--- config.mk ---
export PLATFORM = sky130hd
export DESIGN_NAME = operand_forward_unit_flat
export DESIGN_NICKNAME = d
export VERILOG_FILES = /design/src/rtl/operand_forward_unit_pkg.sv /design/src/rtl/operand_forward_unit_if.sv /design/src/rtl/operand_forward_unit_sel.sv /design/src/rtl/operand_forward_unit.sv /design/src/flat_wrapper.sv
export SDC_FILE = /design/constraint.sdc
export NUM_CORES = 1
export LEC_CHECK = 0
export CAP_MARGIN = 20
export CORE_MARGIN = 5
export CORE_UTILIZATION = 40
export DETAILED_ROUTE_END_ITERATION = 8
export PLACE_DENSITY_LB_ADDON = 0.3
export SLEW_MARGIN = 20
export SYNTH_ARGS = -nofsm -noshare
export SYNTH_HDL_FRONTEND = slang
export SYNTH_SLANG_ARGS = --single-unit
--- constraint.sdc ---
create_clock -name clk_i -period 10.4 [get_ports clk_i]
set_clock_uncertainty 0.1 [all_clocks]
set_input_delay 2.6 -clock clk_i [delete_from_list [all_inputs] [get_ports clk_i]]
set_output_delay 2.6 -clock clk_i [all_outputs]
set_load 0.05 [all_outputs]
--- src/rtl/operand_forward_unit_pkg.sv ---
// Shared constants and helpers for the operand forwarding network.
package operand_forward_unit_pkg;

    // Select code meaning "take the register-file value".
    localparam int FWD_SEL_RF = 0;

    function automatic int sel_width(input int depth);
        return $clog2(depth + 1);
    endfunction

endpackage

--- src/rtl/operand_forward_unit_if.sv ---
// EX/ID operand bus between the pipeline and the forwarding network.
interface operand_forward_unit_if
    import operand_forward_unit_pkg::*;
#(
    parameter int DATA_W    = 32,
    parameter int REG_AW    = 5,
    parameter int NUM_SRC   = 2,
    parameter int FWD_DEPTH = 2,
    parameter int CNT_W     = 16
);
    localparam int SEL_W = sel_width(FWD_DEPTH);

    logic                                  stall_i;
    logic                                  flush_i;
    logic                                  ex_valid_i;
    logic [REG_AW-1:0]                     ex_rd_i;
    logic                                  ex_regwrite_i;
    logic                                  ex_memread_i;
    logic [NUM_SRC-1:0][REG_AW-1:0]        ex_rs_i;
    logic [NUM_SRC-1:0][DATA_W-1:0]        ex_rf_data_i;
    logic [NUM_SRC-1:0][REG_AW-1:0]        id_rs_i;
    logic [NUM_SRC-1:0]                    id_rs_used_i;
    logic [FWD_DEPTH-1:0][DATA_W-1:0]      stage_data_i;
    logic [NUM_SRC-1:0][DATA_W-1:0]        ex_opnd_o;
    logic [NUM_SRC-1:0][SEL_W-1:0]         fwd_sel_o;
    logic                                  load_use_stall_o;
    logic [CNT_W-1:0]                      fwd_hits_o;

    modport master (
        output stall_i, flush_i, ex_valid_i, ex_rd_i, ex_regwrite_i, ex_memread_i,
               ex_rs_i, ex_rf_data_i, id_rs_i, id_rs_used_i, stage_data_i,
        input  ex_opnd_o, fwd_sel_o, load_use_stall_o, fwd_hits_o
    );

    modport slave (
        input  stall_i, flush_i, ex_valid_i, ex_rd_i, ex_regwrite_i, ex_memread_i,
               ex_rs_i, ex_rf_data_i, id_rs_i, id_rs_used_i, stage_data_i,
        output ex_opnd_o, fwd_sel_o, load_use_stall_o, fwd_hits_o
    );

endinterface

--- src/rtl/operand_forward_unit_sel.sv ---
// One source channel: priority compare of rs against all producer tags plus data mux.
module fwd_operand_select #(
    parameter int DATA_W    = 32,
    parameter int REG_AW    = 5,
    parameter int FWD_DEPTH = 2,
    parameter int SEL_W     = 2
) (
    input  logic [REG_AW-1:0]                rs_i,
    input  logic [DATA_W-1:0]                rf_data_i,
    input  logic [FWD_DEPTH-1:0]             fwd_en_i,
    input  logic [FWD_DEPTH-1:0][REG_AW-1:0] tag_rd_i,
    input  logic [FWD_DEPTH-1:0][DATA_W-1:0] stage_data_i,
    output logic [SEL_W-1:0]                 sel_o,
    output logic [DATA_W-1:0]                opnd_o
);

    // Scan oldest to youngest so the youngest match is the last write.
    always_comb begin
        sel_o  = '0;
        opnd_o = rf_data_i;
        for (int k = FWD_DEPTH - 1; k >= 0; k--) begin
            if (fwd_en_i[k] && (tag_rd_i[k] == rs_i)) begin
                sel_o  = SEL_W'(k + 1);
                opnd_o = stage_data_i[k];
            end
        end
    end

endmodule

--- src/rtl/operand_forward_unit.sv ---
// Forwarding network: producer tag pipeline, per-source select, load-use detect, hit counter.
module operand_forward_unit
    import operand_forward_unit_pkg::*;
#(
    parameter int DATA_W    = 32,
    parameter int REG_AW    = 5,
    parameter int NUM_SRC   = 2,
    parameter int FWD_DEPTH = 2,
    parameter int CNT_W     = 16
) (
    input  logic                   clk_i,
    input  logic                   rst_i,
    operand_forward_unit_if.slave  fwd_if
);
    localparam int SEL_W = sel_width(FWD_DEPTH);
    localparam int NH_W  = $clog2(NUM_SRC + 1);
    localparam int SUM_W = CNT_W + 1;

    // Index k-1 holds producer stage k (0 = EX/MEM).
    logic [FWD_DEPTH-1:0]             vld_pipe_q, vld_pipe_d;
    logic [FWD_DEPTH-1:0]             wr_pipe_q, wr_pipe_d;
    logic [FWD_DEPTH-1:0]             mem_pipe_q, mem_pipe_d;
    logic [FWD_DEPTH-1:0][REG_AW-1:0] rd_pipe_q, rd_pipe_d;
    logic [FWD_DEPTH-1:0]             fwd_en;
    logic [NUM_SRC-1:0][SEL_W-1:0]    sel;
    logic [NUM_SRC-1:0][DATA_W-1:0]   opnd;
    logic [CNT_W-1:0]                 hits_q, hits_d;
    logic [NH_W-1:0]                  nhits;
    logic [SUM_W-1:0]                 hits_sum;
    logic                             id_hit;

    always_comb begin
        vld_pipe_d    = vld_pipe_q;
        wr_pipe_d     = wr_pipe_q;
        mem_pipe_d    = mem_pipe_q;
        rd_pipe_d     = rd_pipe_q;
        vld_pipe_d[0] = fwd_if.ex_valid_i & ~fwd_if.flush_i;
        wr_pipe_d[0]  = fwd_if.ex_regwrite_i;
        mem_pipe_d[0] = fwd_if.ex_memread_i;
        rd_pipe_d[0]  = fwd_if.ex_rd_i;
        for (int k = 1; k < FWD_DEPTH; k++) begin
            vld_pipe_d[k] = vld_pipe_q[k-1];
            wr_pipe_d[k]  = wr_pipe_q[k-1];
            mem_pipe_d[k] = mem_pipe_q[k-1];
            rd_pipe_d[k]  = rd_pipe_q[k-1];
        end
    end

    // x0 writers are never eligible, so reads of x0 always come from the RF path.
    always_comb begin
        fwd_en = '0;
        for (int k = 0; k < FWD_DEPTH; k++)
            fwd_en[k] = vld_pipe_q[k] & wr_pipe_q[k] & (rd_pipe_q[k] != '0);
    end

    for (genvar s = 0; s < NUM_SRC; s++) begin : g_src
        fwd_operand_select #(
            .DATA_W(DATA_W), .REG_AW(REG_AW), .FWD_DEPTH(FWD_DEPTH), .SEL_W(SEL_W)
        ) u_sel (
            .rs_i        (fwd_if.ex_rs_i[s]),
            .rf_data_i   (fwd_if.ex_rf_data_i[s]),
            .fwd_en_i    (fwd_en),
            .tag_rd_i    (rd_pipe_q),
            .stage_data_i(fwd_if.stage_data_i),
            .sel_o       (sel[s]),
            .opnd_o      (opnd[s])
        );

        // A load one stage ahead has no data yet; the load-use stall must have prevented this.
        a_no_load_fwd : assert property (@(posedge clk_i) disable iff (!rst_i)
            !((sel[s] == SEL_W'(1)) && mem_pipe_q[0]));
    end

    always_comb begin
        id_hit = 1'b0;
        for (int s = 0; s < NUM_SRC; s++)
            id_hit = id_hit | (fwd_if.id_rs_used_i[s] & (fwd_if.id_rs_i[s] == fwd_if.ex_rd_i));
    end

    always_comb begin
        nhits = '0;
        for (int s = 0; s < NUM_SRC; s++)
            if (sel[s] != SEL_W'(FWD_SEL_RF)) nhits = nhits + NH_W'(1);
        hits_sum = {1'b0, hits_q} + SUM_W'(nhits);
        hits_d   = hits_sum[CNT_W] ? '1 : hits_sum[CNT_W-1:0];
    end

    always_ff @(posedge clk_i or negedge rst_i) begin
        if (!rst_i) begin
            vld_pipe_q <= '0;
            wr_pipe_q  <= '0;
            mem_pipe_q <= '0;
            rd_pipe_q  <= '0;
            hits_q     <= '0;
        end else if (!fwd_if.stall_i) begin
            vld_pipe_q <= vld_pipe_d;
            wr_pipe_q  <= wr_pipe_d;
            mem_pipe_q <= mem_pipe_d;
            rd_pipe_q  <= rd_pipe_d;
            hits_q     <= hits_d;
        end
    end

    assign fwd_if.fwd_sel_o        = sel;
    assign fwd_if.ex_opnd_o        = opnd;
    assign fwd_if.fwd_hits_o       = hits_q;
    assign fwd_if.load_use_stall_o = rst_i & fwd_if.ex_valid_i & fwd_if.ex_memread_i
                                   & fwd_if.ex_regwrite_i & (fwd_if.ex_rd_i != '0)
                                   & ~fwd_if.flush_i & id_hit;

endmodule

--- src/flat_wrapper.sv ---
// flat-port wrapper written by rule: the top's interface ports become plain ports
module operand_forward_unit_flat import operand_forward_unit_pkg::*;
#(
    parameter int DATA_W    = 32,
    parameter int REG_AW    = 5,
    parameter int NUM_SRC   = 2,
    parameter int FWD_DEPTH = 2,
    parameter int CNT_W     = 16
)
  (clk_i, rst_i, fwd_if_stall_i, fwd_if_flush_i, fwd_if_ex_valid_i, fwd_if_ex_rd_i, fwd_if_ex_regwrite_i, fwd_if_ex_memread_i, fwd_if_ex_rs_i, fwd_if_ex_rf_data_i, fwd_if_id_rs_i, fwd_if_id_rs_used_i, fwd_if_stage_data_i, fwd_if_ex_opnd_o, fwd_if_fwd_sel_o, fwd_if_load_use_stall_o, fwd_if_fwd_hits_o);
  operand_forward_unit_if #(.DATA_W(DATA_W), .REG_AW(REG_AW), .NUM_SRC(NUM_SRC), .FWD_DEPTH(FWD_DEPTH), .CNT_W(CNT_W)) fwd_if_i ();
  input  logic clk_i;
  input  logic rst_i;
  input wire logic [$bits(fwd_if_i.stall_i)-1:0] fwd_if_stall_i;
  input wire logic [$bits(fwd_if_i.flush_i)-1:0] fwd_if_flush_i;
  input wire logic [$bits(fwd_if_i.ex_valid_i)-1:0] fwd_if_ex_valid_i;
  input wire logic [$bits(fwd_if_i.ex_rd_i)-1:0] fwd_if_ex_rd_i;
  input wire logic [$bits(fwd_if_i.ex_regwrite_i)-1:0] fwd_if_ex_regwrite_i;
  input wire logic [$bits(fwd_if_i.ex_memread_i)-1:0] fwd_if_ex_memread_i;
  input wire logic [$bits(fwd_if_i.ex_rs_i)-1:0] fwd_if_ex_rs_i;
  input wire logic [$bits(fwd_if_i.ex_rf_data_i)-1:0] fwd_if_ex_rf_data_i;
  input wire logic [$bits(fwd_if_i.id_rs_i)-1:0] fwd_if_id_rs_i;
  input wire logic [$bits(fwd_if_i.id_rs_used_i)-1:0] fwd_if_id_rs_used_i;
  input wire logic [$bits(fwd_if_i.stage_data_i)-1:0] fwd_if_stage_data_i;
  output wire logic [$bits(fwd_if_i.ex_opnd_o)-1:0] fwd_if_ex_opnd_o;
  output wire logic [$bits(fwd_if_i.fwd_sel_o)-1:0] fwd_if_fwd_sel_o;
  output wire logic [$bits(fwd_if_i.load_use_stall_o)-1:0] fwd_if_load_use_stall_o;
  output wire logic [$bits(fwd_if_i.fwd_hits_o)-1:0] fwd_if_fwd_hits_o;
  assign fwd_if_i.stall_i = fwd_if_stall_i;
  assign fwd_if_i.flush_i = fwd_if_flush_i;
  assign fwd_if_i.ex_valid_i = fwd_if_ex_valid_i;
  assign fwd_if_i.ex_rd_i = fwd_if_ex_rd_i;
  assign fwd_if_i.ex_regwrite_i = fwd_if_ex_regwrite_i;
  assign fwd_if_i.ex_memread_i = fwd_if_ex_memread_i;
  assign fwd_if_i.ex_rs_i = fwd_if_ex_rs_i;
  assign fwd_if_i.ex_rf_data_i = fwd_if_ex_rf_data_i;
  assign fwd_if_i.id_rs_i = fwd_if_id_rs_i;
  assign fwd_if_i.id_rs_used_i = fwd_if_id_rs_used_i;
  assign fwd_if_i.stage_data_i = fwd_if_stage_data_i;
  assign fwd_if_ex_opnd_o = fwd_if_i.ex_opnd_o;
  assign fwd_if_fwd_sel_o = fwd_if_i.fwd_sel_o;
  assign fwd_if_load_use_stall_o = fwd_if_i.load_use_stall_o;
  assign fwd_if_fwd_hits_o = fwd_if_i.fwd_hits_o;
  operand_forward_unit #(.DATA_W(DATA_W), .REG_AW(REG_AW), .NUM_SRC(NUM_SRC), .FWD_DEPTH(FWD_DEPTH), .CNT_W(CNT_W)) u_core (.clk_i(clk_i), .rst_i(rst_i), .fwd_if(fwd_if_i));
endmodule
==> results.cfg, run 1 <==
[layout]
utilization = 0.683
final_net_count = 874
fillers = 778
layout-area-overhead-vs-synth_pct = 66.1
drive_above_1_share = 0.0705

[detailed_routing]
ant_nets = 0
top_layer = met4
drt_wl_total_mm = 19.3
drt-met1-wl_mm = 7.71
met2_wirelength_mm = 9.15
first_iter_violations = 415
avgRoutedWirePerCell_um = 23.0
dr_wl_met3_mm = 1.86
dr.pass1.iters = 5
avgViaCountPerCell = 6.39
vias = 5364
drc = 0

[timing]
slew_viol_final = 0
fin_setup_tns_ns = 0
slew-limit-headroom = 0.391
min_period_ns = 8.42
fin_crit_sh = 0.810
fmax_mhz = 119
worst_pin_slew_ns = 0.908
hold_viol = 0
setup_viol = 0
rsz0062_at_grt = no

[global_routing]
track_usage = 0.311
antenna_found_initial = 1
grt_pass1_vias = 5102
grt_overflow = 0
grt_pass1_wl_mm = 29.1
grt_max_degree = 67

[logic_synthesis]
syn_area_sq_um = 3800
yosys_warnings = 0
avgSynthCellArea_sq_um = 7.52
synth_nets = 671
synth_edf_count = 0
ys_seq_elements = 30
synth_cells = 505
async_flop_share = 1.00
synth-seq-area-share = 0.198
ys.flop_type = dfrtp_1
ys_types = 40

[floorplanning]
dieArea_sq_um = 11500
die_w_um = 107
io_pins = 247
die_h_um = 107
floorplan.initialDensity = 0.411
rows = 35
core_sq_um = 9240

[power_and_ir_drop]
power.density_nw_per_um2 = 95.3
p_leak_nw = 2.11
vdd_ir_drop_max_uv = 111
total_power_uw = 601

[setup_path]
path_delay_family = buffers and inverters
cp-start-kind = input pin
required_ns = 7.70
endpoint_kind = primary output
cp.buffers_inverters = 3
worstPathMaxFanout = 20
critPathArrivalTime_ns = 5.72
slowest_stage = clkdlybuf4s50_1
cp_common_cell = clkdlybuf4s50_1
worstPathCellList = clkdlybuf4s50_1 -> xor2_1 -> nor3_2 -> buf_4 -> nand4_1 -> a31oi_1 -> clkdlybuf4s50_1
criticalPathCategory = input pin to primary output
crit_path_max_incr_delay_ns = 0.86

[place]
gp_congestion = 0.969
port_buffers = 246
dp_hpwl_mm = 14.1

[clocking]
clock_sinks = 30
clk_latency_ns = 0.28
holdBufCountCts = 0
post-cts-setup-buffers = 0
cts_tree = done
cts_buffer_depth = 2
ctsHtreeMaxLevel = 2
cts_root_buf = clkbuf_8
cts-buffers-inserted = 5
path_clk_slew_ns = 0.07
cts-resized-gates = 0

[status]
status = completed

[flow_run]
max-cap-violations = 0

[hold_path]
hp-class = flip-flop to flip-flop
[synthesized netlist by cell type (3+ instances only)]
master	instances	area (sq um)
clkbuf_1	38	143
or3_1	3	18.8
mux2_2	15	169
inv_1	8	30.0
nand4_1	71	444
buf_2	11	55.1
buf_4	8	60.1
a21oi_1	6	30.0
o21ai_0	6	30.0
xnor2_1	17	149
xor2_1	20	175
nor2_1	9	33.8
nor3_1	68	340
nand3_1	10	50.1
dfrtp_1	30	751
ha_1	3	37.5
buf_6	6	67.6
o31ai_1	64	480
a31oi_1	65	407
nor4_1	5	31.3
nand2_1	15	56.3
[kinds of logic (layout without fill, tap and decap cells)]
family          count (synthesis)  in the layout  synth area share
buf+inv                        71            275            0.0936
fa+ha+maj                       4              4            0.0152
compound gates                147            147             0.269
xor+xnor                       37             37            0.0853
mux                            16             16            0.0471
flops                          30             30             0.198
simple gates                  200            200             0.293
other cells                     0              1                 0
[through the flow]
step	hold WS (ns)	cell area, sq um	cells	setup slack, ns
final	0.434	6310	839	1.98
after global routing	0.466	6310	839	1.89
after CTS	0.441	6300	838	1.99
after detailed placement	0.424	6210	830	1.98
after global placement	0.381	6210	830	1.94
after floorplan	0.360	3800	505	3.27
[final timing paths]
path / start / to / slack (ns) / cells past startpoint
setup reg to reg: u_core.rd_pipe_d[5] / u_core.fwd_if.fwd_hits_o[14] / 5.61 / 14
max in group asynchronous: rst_i / u_core.fwd_if.fwd_hits_o[0] / 7.31 / 2
min in group asynchronous: rst_i / u_core.fwd_if.fwd_hits_o[15] / 2.61 / 2
hold / removal: u_core.vld_pipe_q[0] / u_core.vld_pipe_q[0] / 0.43 / 2
setup / recovery: fwd_if_ex_rs_i[6] / fwd_if_ex_opnd_o[32] / 1.98 / 7
hold reg to reg: u_core.vld_pipe_q[0] / u_core.vld_pipe_q[0] / 0.43 / 2
[per-layer routing]
| layer | global-route usage | up-vias |
|---|---|---|
| li1 | - | 2418 |
| met1 | 0.411 | 2535 |
| met2 | 0.507 | 366 |
| met3 | 0.0624 | 45 |
| met4 | 0.102 | 0 |
| met5 | 0 | - |
[layout by cell type, fill, tap and decap left out, types with 2 or more instances in the layout]
cell             instances
xor2_1                  20
o31ai_1                 64
clkdlybuf4s50_1        246
or2_2                    3
or3_1                    2
buf_4                   13
o211ai_2                 2
nor2b_1                  2
nor2_2                   2
or4_1                    2
nand4_1                 71
nor2_1                   7
and2_1                   2
and3_1                   2
nor4_1                   5
nor3_1                  66
o21ai_0                  6
nand2_1                 15
nor3_2                   2
dfrtp_1                 30
clkbuf_8                 6
xnor2_1                 17
a31oi_1                 65
nand2b_1                 2
mux2_2                  15
ha_1                     3
a21oi_1                  6
inv_1                    8
nand3_1                 10
[area by class of cell]
class	count	area (sq um)	share of cell area
clock inverter	2	12.5	0.00198
tap	129	161	0.0256
multi-input combinational	404	2710	0.429
antenna	1	2.50	0.000397
inverter	8	30.0	0.00476
sequential	30	751	0.119
clock buffer	6	82.6	0.0131
timing repair buffer	259	2560	0.406
[sequential cells by signal (all words and copies together), names as in the netlist]
name and flops:
u_core.fwd_if.fwd_hits_o 16, u_core.rd_pipe_d 5, u_core.rd_pipe_q 5, u_core.vld_pipe_q 2, u_core.wr_pipe_q 2
[worst min-delay path, cell delays in order (launching register included)]
cell and delay, ns:
dfrtp_1 0.37, nand2_1 0.06, o21ai_0 0.06
[power breakdown]
part | internal, mW | total [mW] | switching, mW
Combinational | 0.130 | 0.357 | 0.227
Sequential | 0.128 | 0.145 | 0.0169
Clock | 0.0531 | 0.0984 | 0.0453
Total | 0.311 | 0.601 | 0.289
Note: power is estimated with default switching activity, not from simulation.
==> run 2: changes to the inputs <==
--- a/config.mk
+++ b/config.mk
@@ -7,7 +7,7 @@
 export LEC_CHECK = 0
 export CAP_MARGIN = 20
 export CORE_MARGIN = 5
-export CORE_UTILIZATION = 40
+export CORE_UTILIZATION = 34
 export DETAILED_ROUTE_END_ITERATION = 8
 export PLACE_DENSITY_LB_ADDON = 0.3
 export SLEW_MARGIN = 20
==> constraint.sdc (replaced) <==
create_clock -name clk_i -period 7.65 [get_ports clk_i]
set_clock_uncertainty 0.1 [all_clocks]
set_input_delay 1.9125 -clock clk_i [delete_from_list [all_inputs] [get_ports clk_i]]
set_output_delay 1.9125 -clock clk_i [all_outputs]
set_load 0.05 [all_outputs]
==> results.cfg, run 2 (same netlist as run 1, synthesis figures left out) <==
[power_and_ir_drop]
seq_power_share = 0.227
power.density_nw_per_um2 = 124
p_leak_nw = 2.49
clkPwrFrac = 0.150
vdd_ir_drop_max_uv = 125
p_switching_uw = 397
intPower_uw = 468
combinationalPowerShare = 0.623
switching_share = 0.459

[global_routing]
track_usage = 0.256
grt_pass1_vias = 4919
grt_max_degree = 65
grt_pass1_wl_mm = 27.3
antenna_found_initial = 0
grt_overflow = 0

[timing]
min_period_ns = 6.30
fmax_mhz = 159
worst_pin_slew_ns = 0.884
slew_viol_final = 0
setup_viol = 0
slew-limit-headroom = 0.411
fin_crit_sh = 0.823
fin_setup_tns_ns = 0
hold_viol = 0
rsz0062_at_grt = no

[setup_path]
required_ns = 5.64
startpoint = fwd_if_ex_rs_i[4]
critPathArrivalTime_ns = 4.29
r2r-end = u_core.fwd_if.fwd_hits_o[14]
endpoint_kind = primary output
cp-start-kind = input pin
rrSetupSlack_ns = 3.12
rr_startpoint = u_core.rd_pipe_d[5]
reg2reg_depth = 13
criticalPathCategory = input pin to primary output
worstPathMaxFanout = 33

[floorplanning]
floorplan.initialDensity = 0.349
dieArea_sq_um = 13400
rows = 38
die_h_um = 116
io_pins = 247
die_w_um = 116
core_sq_um = 10900

[detailed_routing]
first_iter_violations = 636
drc = 0
dr.pass1.iters = 6
vias = 5350
avgViaCountPerCell = 6.27
drt_wl_total_mm = 18.9
avgRoutedWirePerCell_um = 22.1
ant_nets = 0

[layout]
final_cell_mix = 178 x clkdlybuf4s50_1, 71 x nand4_1, 66 x nor3_1, 66 x buf_12, 65 x a31oi_1
final_net_count = 876
layout_commonest_cell = clkdlybuf4s50_1
drive_above_1_share = 0.165
fillers = 946
layout-area-overhead-vs-synth_pct = 84.1
instances_no_fill = 853
largest_reg_flops = 16

[clocking]
path_clk_slew_ns = 0.06
ctsHtreeMaxLevel = 2
clk_latency_ns = 0.27
cts_buffer_depth = 2
cts_tree = done
cts-resized-gates = 0
cts-buffers-inserted = 5
cts_root_buf = clkbuf_8
clock_sinks = 30
holdBufCountCts = 0
post-cts-setup-buffers = 0

[hold_path]
hold_end = u_core.vld_pipe_q[0]
hold_depth = 2
hp-class = flip-flop to flip-flop
min_from = u_core.vld_pipe_q[0]

[place]
dp_hpwl_mm = 14.3
gp_congestion = 0.909
port_buffers = 246
place_inst = 843

[status]
status = completed

[flow_run]
max-cap-violations = 0
-- run 2: routing by layer --
| metal | vias up | global-route usage | share of wire |
|---|---|---|---|
| li1 | 2427 | - | - |
| met1 | 2510 | 0.331 | 0.39 |
| met2 | 364 | 0.440 | 0.48 |
| met3 | 49 | 0.0402 | 0.095 |
| met4 | 0 | 0.0781 | 0.036 |
| met5 | - | 0 | 0 |
-- run 2: worst max path at each step --
stage	to	slack [ns]
floorplan	fwd_if_ex_opnd_o[22]	1.90
global placement	fwd_if_ex_opnd_o[61]	1.50
detailed placement	fwd_if_ex_opnd_o[31]	1.41
CTS	fwd_if_ex_opnd_o[31]	1.41
global route	fwd_if_ex_opnd_o[1]	1.30
finish	fwd_if_ex_opnd_o[7]	1.35
-- run 2: area by class of cell --
cell class | count | area [sq um] | share of cell area
antenna | 2 | 5.00 | 0.000716
clock buffer | 7 | 86.3 | 0.0124
clock inverter | 1 | 5.00 | 0.000716
inverter | 8 | 30.0 | 0.00430
multi-input combinational | 404 | 2710 | 0.387
sequential | 30 | 751 | 0.107
tap | 140 | 175 | 0.0251
timing repair buffer | 261 | 3230 | 0.462
-- run 2: per-stage QoR --
step	worst slack (ns)	total power, mW	hold WS, ns	utilization	cell area (sq um)
2_1_floorplan	1.90	0.470	0.360	-	3800
3_3_place_gp	1.50	0.724	0.387	0.633	6890
3_5_place_dp	1.41	0.731	0.406	0.633	6890
4_1_cts	1.41	0.862	0.419	0.641	6980
5_1_grt	1.30	0.899	0.446	0.641	6980
6_report	1.35	0.865	0.409	0.642	6990
-- run 2: power groups by stage --
stage / Clock, mW / Sequential [mW] / Combinational [mW]
final: 0.130 / 0.197 / 0.539
after CTS: 0.132 / 0.197 / 0.533
after global placement: 0 / 0.198 / 0.525
after floorplan: 0 / 0.217 / 0.253
after detailed placement: 0 / 0.199 / 0.532
after global routing: 0.140 / 0.199 / 0.560
-- run 2: worst max-delay path: stages --
cell and delay (ns):
clkdlybuf4s50_1 0.47, xnor2_1 0.16, nand4_1 0.09, buf_4 0.36
or2_1 0.50, buf_4 0.36, a31oi_1 0.20, buf_12 0.19
==> run 3: changes to the inputs <==
==> constraint.sdc (replaced) <==
create_clock -name clk_i -period 5.4 [get_ports clk_i]
set_clock_uncertainty 0.1 [all_clocks]
set_input_delay 1.35 -clock clk_i [delete_from_list [all_inputs] [get_ports clk_i]]
set_output_delay 1.35 -clock clk_i [all_outputs]
set_load 0.05 [all_outputs]
==> results.cfg, run 3 (same netlist as run 1, synthesis figures left out) <==
[power_and_ir_drop]
seq_power_share = 0.229
p_leak_nw = 2.52
switching_share = 0.459
clkPwrFrac = 0.135
total_power_mw = 1.23
combinationalPowerShare = 0.637
intPower_uw = 666
vdd_ir_drop_max_uv = 146
power.density_nw_per_um2 = 174
p_switching_uw = 566

[layout]
final_cell_area_sq_um = 7060
final_net_count = 883
layout-area-overhead-vs-synth_pct = 86.0
final_cell_mix = 177 x clkdlybuf4s50_1, 71 x nand4_1, 69 x buf_12, 66 x nor3_1, 65 x a31oi_1
largest_reg_flops = 16
layout_commonest_cell = clkdlybuf4s50_1
drive_above_1_share = 0.172
fillers = 876

[setup_path]
required_ns = 3.95
cp-start-kind = input pin
endpoint_kind = primary output
worstPathMaxFanout = 21
criticalPathCategory = input pin to primary output
critPathArrivalTime_ns = 3.42
reg2reg_depth = 12

[detailed_routing]
first_iter_violations = 584
avgRoutedWirePerCell_um = 22.6
drc = 0
vias = 5462
avgViaCountPerCell = 6.36
drt_wl_total_mm = 19.4
ant_nets = 0
dr.pass1.iters = 6

[floorplanning]
core_sq_um = 10900
floorplan.initialDensity = 0.349
rows = 38
die_h_um = 116
die_w_um = 116
dieArea_sq_um = 13400
io_pins = 247

[place]
pre_cts_ws_ns = 0.507
port_buffers = 246
gp_congestion = 0.946
postPlaceCellArea_sq_um = 6980
dp_hpwl_mm = 14.6

[global_routing]
grt_util_met1 = 0.347
grt_overflow = 0
track_usage = 0.271
top_usage_layer = met2
antenna_found_initial = 0
met3_usage = 0.0418
grt_pass1_wl_mm = 29.2
grt_pass1_vias = 5359
grt_max_degree = 42
grt_use_met2 = 0.471

[clocking]
cts-resized-gates = 0
clk_latency_ns = 0.28
path_clk_slew_ns = 0.06
cts_root_buf = clkbuf_8
cts-buffers-inserted = 5
holdBufCountCts = 0
cts_buffer_depth = 2
cts_tree = done
ctsHtreeMaxLevel = 2
clock_sinks = 30
post-cts-setup-buffers = 0

[timing]
slew-limit-headroom = 0.400
fmax_mhz = 205
setup_slack_ns = 0.526
rsz0062_at_grt = no
fin_crit_sh = 0.903
fin_setup_tns_ns = 0
worst_pin_slew_ns = 0.896
hold_viol = 0
setup_viol = 0
min_period_ns = 4.87
slew_viol_final = 0

[flow_run]
max-cap-violations = 0

[status]
status = completed

[hold_path]
hp-class = flip-flop to flip-flop
hold_depth = 2
[run 3: changes by cell type in the layout (fill, tap and decap cells not counted), sizes merged]
| cell | delta |
|---|---|
| clkdlybuf4s50 | -1 |
| buf | +8 |
| clkinv | -1 |
[run 3: layout make-up]
type,instances,area [sq um],share of cell area
repair buffers,268,3320,0.470
well taps,140,175,0.0248
clock buffers,7,76.3,0.0108
diodes,2,5.00,0.000709
flip-flops and latches,30,751,0.106
inverters,8,30.0,0.00425
multi-input cells,404,2710,0.383
[run 3: stage by stage]
stage / cells / hold WS, ns / utilization
2_1_floorplan: 505 / 0.360 / -
3_3_place_gp: 850 / 0.384 / 0.641
3_5_place_dp: 850 / 0.437 / 0.641
4_1_cts: 857 / 0.473 / 0.648
5_1_grt: 857 / 0.501 / 0.648
6_report: 859 / 0.479 / 0.649
[run 3: final timing paths]
check	startpoint	end	slack (ns)
setup / recovery	fwd_if_ex_rs_i[2]	fwd_if_ex_opnd_o[12]	0.53
hold / removal	u_core.fwd_if.fwd_hits_o[9]	u_core.fwd_if.fwd_hits_o[9]	0.48
setup reg to reg	u_core.rd_pipe_d[5]	u_core.fwd_if.fwd_hits_o[12]	1.25
hold reg to reg	u_core.fwd_if.fwd_hits_o[9]	u_core.fwd_if.fwd_hits_o[9]	0.48
max in group asynchronous	rst_i	u_core.rd_pipe_q[8]	3.51
min in group asynchronous	rst_i	u_core.fwd_if.fwd_hits_o[13]	1.41
[run 3: layer usage]
| metal | up-vias | part of all wire |
|---|---|---|
| met5 | - | 0 |
| met4 | 0 | 0.035 |
| met3 | 63 | 0.088 |
| met2 | 344 | 0.49 |
| met1 | 2607 | 0.38 |
| li1 | 2448 | - |
[run 3: worst max-delay path: stages]
cell and delay, ns:
clkdlybuf4s50_1 0.51, xnor2_1 0.14, o211ai_2 0.13, or2_1 0.47
buf_4 0.33, a31oi_1 0.30, buf_12 0.18
[run 3: power groups by stage]
stage	Combinational [mW]	Clock [mW]	Sequential, mW
2_1_floorplan	0.359	0	0.307
3_3_place_gp	0.762	0	0.282
3_5_place_dp	0.775	0	0.284
4_1_cts	0.777	0.170	0.280
5_1_grt	0.819	0.183	0.284
6_report	0.785	0.166	0.282
